<file path="src/rtl/updown_count_ctrl.sv">
// Count register and run-to-target sequencer in front of an external add/subtract unit.
// Latency: a step or load shows on count one edge later; no backpressure, inputs are sampled every cycle.
module updown_count_ctrl #(
  parameter int WIDTH = 5
) (
  input  logic             clk,
  input  logic             rst_n,
  input  logic             load,
  input  logic [WIDTH-1:0] load_val,
  input  logic             en,
  input  logic             up,
  input  logic [WIDTH-1:0] step,
  input  logic             sat,
  input  logic             start,
  input  logic [WIDTH-1:0] target,
  output logic [WIDTH-1:0] add_a,
  output logic [WIDTH-1:0] add_b,
  output logic             add_mode,
  input  logic [WIDTH-1:0] add_sum,
  input  logic             add_cout,
  output logic [WIDTH-1:0] count,
  output logic             busy,
  output logic             done,
  output logic             err,
  output logic             ovf,
  output logic             unf,
  output logic             tc
);

  typedef enum logic [1:0] {
    IDLE = 2'd0,
    RUN  = 2'd1,
    DONE = 2'd2
  } state_t;

  localparam logic [WIDTH-1:0] ONES       = {WIDTH{1'b1}};
  localparam logic [WIDTH:0]   NSTEPS_MAX = {1'b1, {WIDTH{1'b0}}};

  state_t           state_q, state_d;
  logic [WIDTH-1:0] count_q, target_q, step_res;
  logic [WIDTH:0]   nsteps_q;
  logic             dir_q, dir, err_q, ovf_q, unf_q;
  logic             ovf_evt, unf_evt, hit, at_rail, bound, take_step, arm;

  // The run direction is frozen at start so mid-run changes on up are ignored.
  assign dir      = (state_q == IDLE) ? up : dir_q;
  assign add_a    = count_q;
  assign add_b    = step;
  assign add_mode = ~dir;

  // For subtract the unit's carry is "no borrow", so a missing carry is an underflow.
  assign ovf_evt = dir & add_cout;
  assign unf_evt = ~dir & ~add_cout;

  always_comb begin
    step_res = add_sum;
    if (sat && ovf_evt)      step_res = ONES;
    else if (sat && unf_evt) step_res = '0;
  end

  assign hit     = (count_q == target_q);
  assign at_rail = dir_q ? (count_q == ONES) : (count_q == '0);
  assign bound   = (nsteps_q == NSTEPS_MAX) || (sat && at_rail);
  assign arm     = (state_q == IDLE) && !load && start;

  always_ff @(posedge clk or negedge rst_n) begin
    if (!rst_n) state_q <= IDLE;
    else        state_q <= state_d;
  end

  always_comb begin
    state_d = state_q;
    case (state_q)
      IDLE: if (arm) state_d = RUN;
      RUN: begin
        if (load)              state_d = IDLE;
        else if (hit || bound) state_d = DONE;
      end
      DONE:    state_d = IDLE;
      default: state_d = IDLE;
    endcase
  end

  always_comb begin
    busy      = 1'b0;
    done      = 1'b0;
    take_step = 1'b0;
    case (state_q)
      IDLE: take_step = !load && !start && en;
      RUN: begin
        busy      = 1'b1;
        take_step = !load && !hit && !bound;
      end
      DONE: begin
        busy = 1'b1;
        done = 1'b1;
      end
      default: ;
    endcase
  end

  always_ff @(posedge clk or negedge rst_n) begin
    if (!rst_n) begin
      count_q  <= '0;
      target_q <= '0;
      dir_q    <= 1'b0;
      nsteps_q <= '0;
      err_q    <= 1'b0;
      ovf_q    <= 1'b0;
      unf_q    <= 1'b0;
    end else begin
      if (load)           count_q <= load_val;
      else if (take_step) count_q <= step_res;

      ovf_q <= take_step & ovf_evt;
      unf_q <= take_step & unf_evt;

      if (arm) begin
        target_q <= target;
        dir_q    <= up;
        nsteps_q <= '0;
      end else if (take_step && state_q == RUN) begin
        nsteps_q <= nsteps_q + {{WIDTH{1'b0}}, 1'b1};
      end

      // err lives only for the DONE cycle.
      if (state_q == RUN && state_d == DONE) err_q <= !hit;
      else if (state_q == DONE)              err_q <= 1'b0;
    end
  end

  assign count = count_q;
  assign err   = err_q;
  assign ovf   = ovf_q;
  assign unf   = unf_q;
  assign tc    = up ? (count_q == ONES) : (count_q == '0);

endmodule

</file>
<file path="config.mk">
export PLATFORM = sky130hd
export DESIGN_NAME = updown_count_ctrl
export DESIGN_NICKNAME = d
export VERILOG_FILES = /design/src/rtl/updown_count_ctrl.sv
export SDC_FILE = /design/constraint.sdc
export NUM_CORES = 1
export LEC_CHECK = 0
export CORE_ASPECT_RATIO = 0.8
export CORE_MARGIN = 10
export CORE_UTILIZATION = 35
export DETAILED_ROUTE_END_ITERATION = 7
export DONT_BUFFER_PORTS = 1
export SLEW_MARGIN = 20
export SYNTH_ARGS = -nofsm -noshare
export SYNTH_HDL_FRONTEND = slang
export SYNTH_SLANG_ARGS = --single-unit
export TNS_END_PERCENT = 30
</file>
<file path="constraint.sdc">
create_clock -name clk -period 2.2 [get_ports clk]
set_input_delay 0.22 -clock clk [delete_from_list [all_inputs] [get_ports clk]]
set_output_delay 0.22 -clock clk [all_outputs]
set_load 0.01 [all_outputs]
</file>
### After elaboration in Yosys (flattened, before gate mapping)

Index checks and enable logic that the tools add are counted.

* add/sub/neg operators: 1
* equality and inequality tests: 6
* muxes and demuxes: 18
* bitwise operators: 6
* reduce and logical (&&, ||, !) cells: 23

Operators with widths (number)
* two-way mux 5 bit: 4
* two-way mux 6 bit: 2
* logical AND 1 bit: 11
* two-way mux 1 bit: 7
* adder 6 x 1 -> 6 bit, second input constant: 1
* == test 6 bit, second input constant: 1
* two-way mux 2 bit: 3
* nonzero test 2 bit: 3
* == test 5 bit: 1
* == test 5 bit, second input constant: 1
* logical NOT 5 bit: 1
* AND 1 bit: 4
* == test 2 bit, second input constant: 2
* logical NOT 1 bit: 4
* case mux 2 bit (2 select lines): 1
* == test 2 x 1 -> 1 bit, second input constant: 1
* logical NOT 2 bit: 1
* logical OR 1 bit: 2
* NOT 1 bit: 2
* case mux 1 bit (2 select lines): 1
* OR reduction 2 bit: 1

* bits in registers: 22
* input port bits: 28
* output and inout bits: 22
* word-level logic and storage cells: 62

### Depth between registers and ports, before layout

* word-level depth: 11
* gate-level depth with buffers: 8

### Worst setup path before layout

Ideal clock, no wire load.

* kind: reg2reg
* from: reg count_q[4], in the netlist add_a[4]
* to: reg nsteps_q[5]
* setup time: 0.078 ns
* arrival: 1.800 ns
* data required time: 2.122 ns
* setup slack: 0.322 ns
* cell stages (with the launch flop): 7
* path buffers: 0
* clock period less this slack: 1.878 ns
* cells stage by stage: dfrtp_1 nand4_1 a2bb2o_2 a211oi_2 a22oi_2 or3_1 a21oi_1

* cells in the longest elaborated chain, start to end: 9
* elaborated cells between the ends (all ways): 13
* those cells by class: eq/ne (2); mux (2); reduce/logical (9)

RTL lines
* start, declared: line 40 `logic [WIDTH-1:0] count_q, target_q, step_res;`
* start signal, assigned: line 112 `if (load) count_q <= load_val;`
* start signal, assigned: line 113 `else if (take_step) count_q <= step_res;`
* == test 5 bit / logical NOT 5 bit (equally long branches): line 62 `assign at_rail = dir_q ? (count_q == ONES) : (count_q == '0);`
* two-way mux 1 bit: line 62
* logical AND 1 bit: line 63 `assign bound = (nsteps_q == NSTEPS_MAX) || (sat && at_rail);`
* logical OR 1 bit: line 63
* logical NOT 1 bit: line 92 `take_step = !load && !hit && !bound;`
* logical AND 1 bit (*): line 92
* case mux 1 bit (2 select lines) (*): line 88 `case (state_q)`
* logical AND 1 bit (*): line 122 `end else if (take_step && state_q == RUN) begin`
* nonzero test 2 bit (no line) (*)
* end signal, assigned: line 123 `nsteps_q <= nsteps_q + {{WIDTH{1'b0}}, 1'b1};`
* end, declared: line 41 `logic [WIDTH:0] nsteps_q;`

Mark *: on every way between the ends. The rest lies on a longest branch, timed or not.
A chain may end at the register's enable or synchronous reset.

### Worst setup path in the final report

* from: reg nsteps_q[0]
* to: reg nsteps_q[5]

* cells in the longest elaborated chain, start to end: 7
* elaborated cells between the ends (all ways): 10
* those cells by class: add/sub (1); eq/ne (1); mux (3); reduce/logical (5)

RTL lines (line)
* == test 6 bit: 63
* logical OR 1 bit: 63
* logical NOT 1 bit: 92
* logical AND 1 bit: 92
* case mux 1 bit (2 select lines): 88
* logical AND 1 bit: 122
* nonzero test 2 bit (no line)

Several ways; a longest one is shown, not always the timed one. The select of a mux whose other input is x is not followed.

==> out/results.ini <==
[cts]
cts_buffers=3
clkTransAtPathRegs_ns=0.08
cts_buffer_depth=2
htree_levels=1
cts_num_sinks=22
cts_setup_buffers=0
cts_root_buffer=clkbuf_8
cts_tree=yes
clk_latency_ns=0.27

[yosys]
synthTopCellsByArea=dfrtp_1 (41%), nand2_1 (9.5%), buf_4 (5.6%), ha_1 (4.7%), nor3_1 (3.3%)
synth_common_cells=nand2_1 (34), dfrtp_1 (22), inv_1 (12), buf_4 (10), nor3_1 (9)
async_flop_share=1.00
syn_inst=157
synth_top_cell_by_area=dfrtp_1
yosysTopAreaCellShare=0.409
post-synth-top-count-cell=nand2_1
yosys_register_bits=22
synth.distinct_cells=36
synth_edf_count=0
syn_nets=190
ys.flop_type=dfrtp_1
ys_seq_area_frac=0.409
avgSynthCellArea_um2=8.57
ys_warn_count=0
syn_area_um2=1350

[sta]
finalHoldViolations=0
setup_viol_count_final=0
finalCriticalPeriod_ns=2.08
rsz0062_at_grt=yes
period_share=0.946
setup_tns_ns=0
max_clock_freq_ghz=0.481
slew_viol_final=0
worst_pin_slew_ns=0.503
finalClockSkew_ns=0.00232
relSlewSlack=0.665

[routing]
drt_iter0_drc=70
ant_nets=0
drt_wl_total_mm=3.34
wl_per_cell_um=16.7
via_per_inst=5.32
first_pass_iters=4
vias=1064
drc=0

[global_routing]
antenna_found_initial=0
grt_use_total=0.0988
grt.overflow.total=0
first_global_vias=1067
grt_max_degree=23
grt_first_pass_wirelength_mm=5.15

[die]
die_x_um=89.3
core_area_um2=3750
rows=20
initial_utilization=0.358
die-height_um=75.4
io_pins=50
die_area_um2=6740

[cells_and_area]
drive_above_1_share=0.115
fin_util=0.390
finalNetCount=190
final_area_um2=1460
syn_to_final_growth_pct=8.74
diodes=0
final_cell_count_no_fill=200
fillers=380

[power_and_ir_drop]
peakVddDrop_v=0.000546
cellLeakagePower_nw=0.664
p_per_area_nw_per_um2=1210
p_total_mw=1.77

[worst_setup_path]
r2r_start=nsteps_q[0]
worstSetupPathType=reg -> reg
startpoint_type=flip-flop
cp_max_fo=10
cp.required_ns=2.39
crit_path_end_kind=flip-flop
startpoint=nsteps_q[0]
crit_arrival_ns=2.27

[job]
maxCapViolations=0

[hold_path]
hp-start=load
hold_class=in -> reg

[run_status]
status=complete, no violations

[placed_design]
post-dp-hpwl_mm=2.55
gp_congestion=0.796
place_area_um2=1360
io_buffers=0
placed_cells=194

[stage by stage]
step	hold WS, ns	worst slack [ns]
floorplan	-0.0756	0.322
global placement	-0.0749	0.145
detailed placement	-0.0749	0.0287
CTS	0.0432	0.0356
global route	0.0376	-0.00924
finish	0.0499	0.119
[worst max-delay path, cell delays in order, from the launching register on]
cell and delay, ns:
dfrtp_1 0.37, inv_1 0.08, ha_1 0.19, nand2_1 0.05
nor4_1 0.04, buf_4 0.15, a211oi_4 0.32, a22oi_2 0.23
or3_1 0.39, a21oi_1 0.17
[flip-flops by register name, summed over array words and instances, names as in the netlist]
signal    count
add_a         5
dir_q         1
err           1
nsteps_q      6
ovf           1
state_q       2
target_q      5
unf           1
[logic make-up (layout without fill, tap and decap cells)]
group | Yosys count | in the layout | synth area share
buffers and inverters | 25 | 24 | 0.0977
flip-flops | 22 | 22 | 0.409
adder cells (fa/ha/maj) | 5 | 5 | 0.0465
multiplexers | 2 | 2 | 0.0158
XOR/XNOR | 6 | 6 | 0.0391
AO/OA/AOI/OAI | 30 | 30 | 0.159
AND/OR/NAND/NOR | 67 | 67 | 0.233
[path summary, 6_finish.rpt]
check,endpoint,slack [ns],depth (start not counted)
worst max-delay path,nsteps_q[5],0.12,9
worst min-delay path,add_a[0],0.05,1
worst max register to register,nsteps_q[5],0.12,9
worst min register to register,target_q[2],0.51,2
max in group asynchronous,nsteps_q[1],1.37,2
min in group asynchronous,target_q[3],0.49,2
[timing repair]
| item | in CTS | in global routing |
|---|---|---|
| hold buffers | 1 | 1 |
| endpoints found under the hold margin | 22 | 22 |
| gates resized for setup | 1 | 4 |
| endpoints found under the setup margin | 1 | 4 |
| pin swaps | 0 | 1 |
[placed cells by master (no fill, tap or decap), types with 4 or more instances in the layout]
cell,count
xor2_1,5
buf_4,6
o21ai_0,6
inv_1,12
a21oi_1,7
or3_1,4
ha_1,4
a221oi_1,5
nand2_1,34
nand3_1,4
clkbuf_8,4
nor2_1,7
dfrtp_1,22
nor3_1,8
[layer usage]
layer  track usage  share of wire
met4        0.0493          0.027
met2         0.153           0.48
met3        0.0417          0.073
met1         0.115           0.42
met5             0              0
[power by group]
group	leakage [nW]	internal, mW	total (mW)	switching [mW]
logic	0.358	0.317	0.767	0.451
registers	0.277	0.540	0.706	0.165
clock network	0.0288	0.160	0.293	0.133
total	0.664	1.02	1.77	0.750
[layout make-up]
| type | instances | area, µm² | share of cell area |
|---|---|---|---|
| Sequential cell | 22 | 551 | 0.376 |
| Tap cell | 44 | 55.1 | 0.0376 |
| Timing Repair Buffer | 8 | 60.1 | 0.0411 |
| Multi-Input combinational cell | 110 | 697 | 0.476 |
| Clock buffer | 4 | 55.1 | 0.0376 |
| Inverter | 12 | 45.0 | 0.0308 |
No activity file was read; power rests on OpenSTA's default activity.
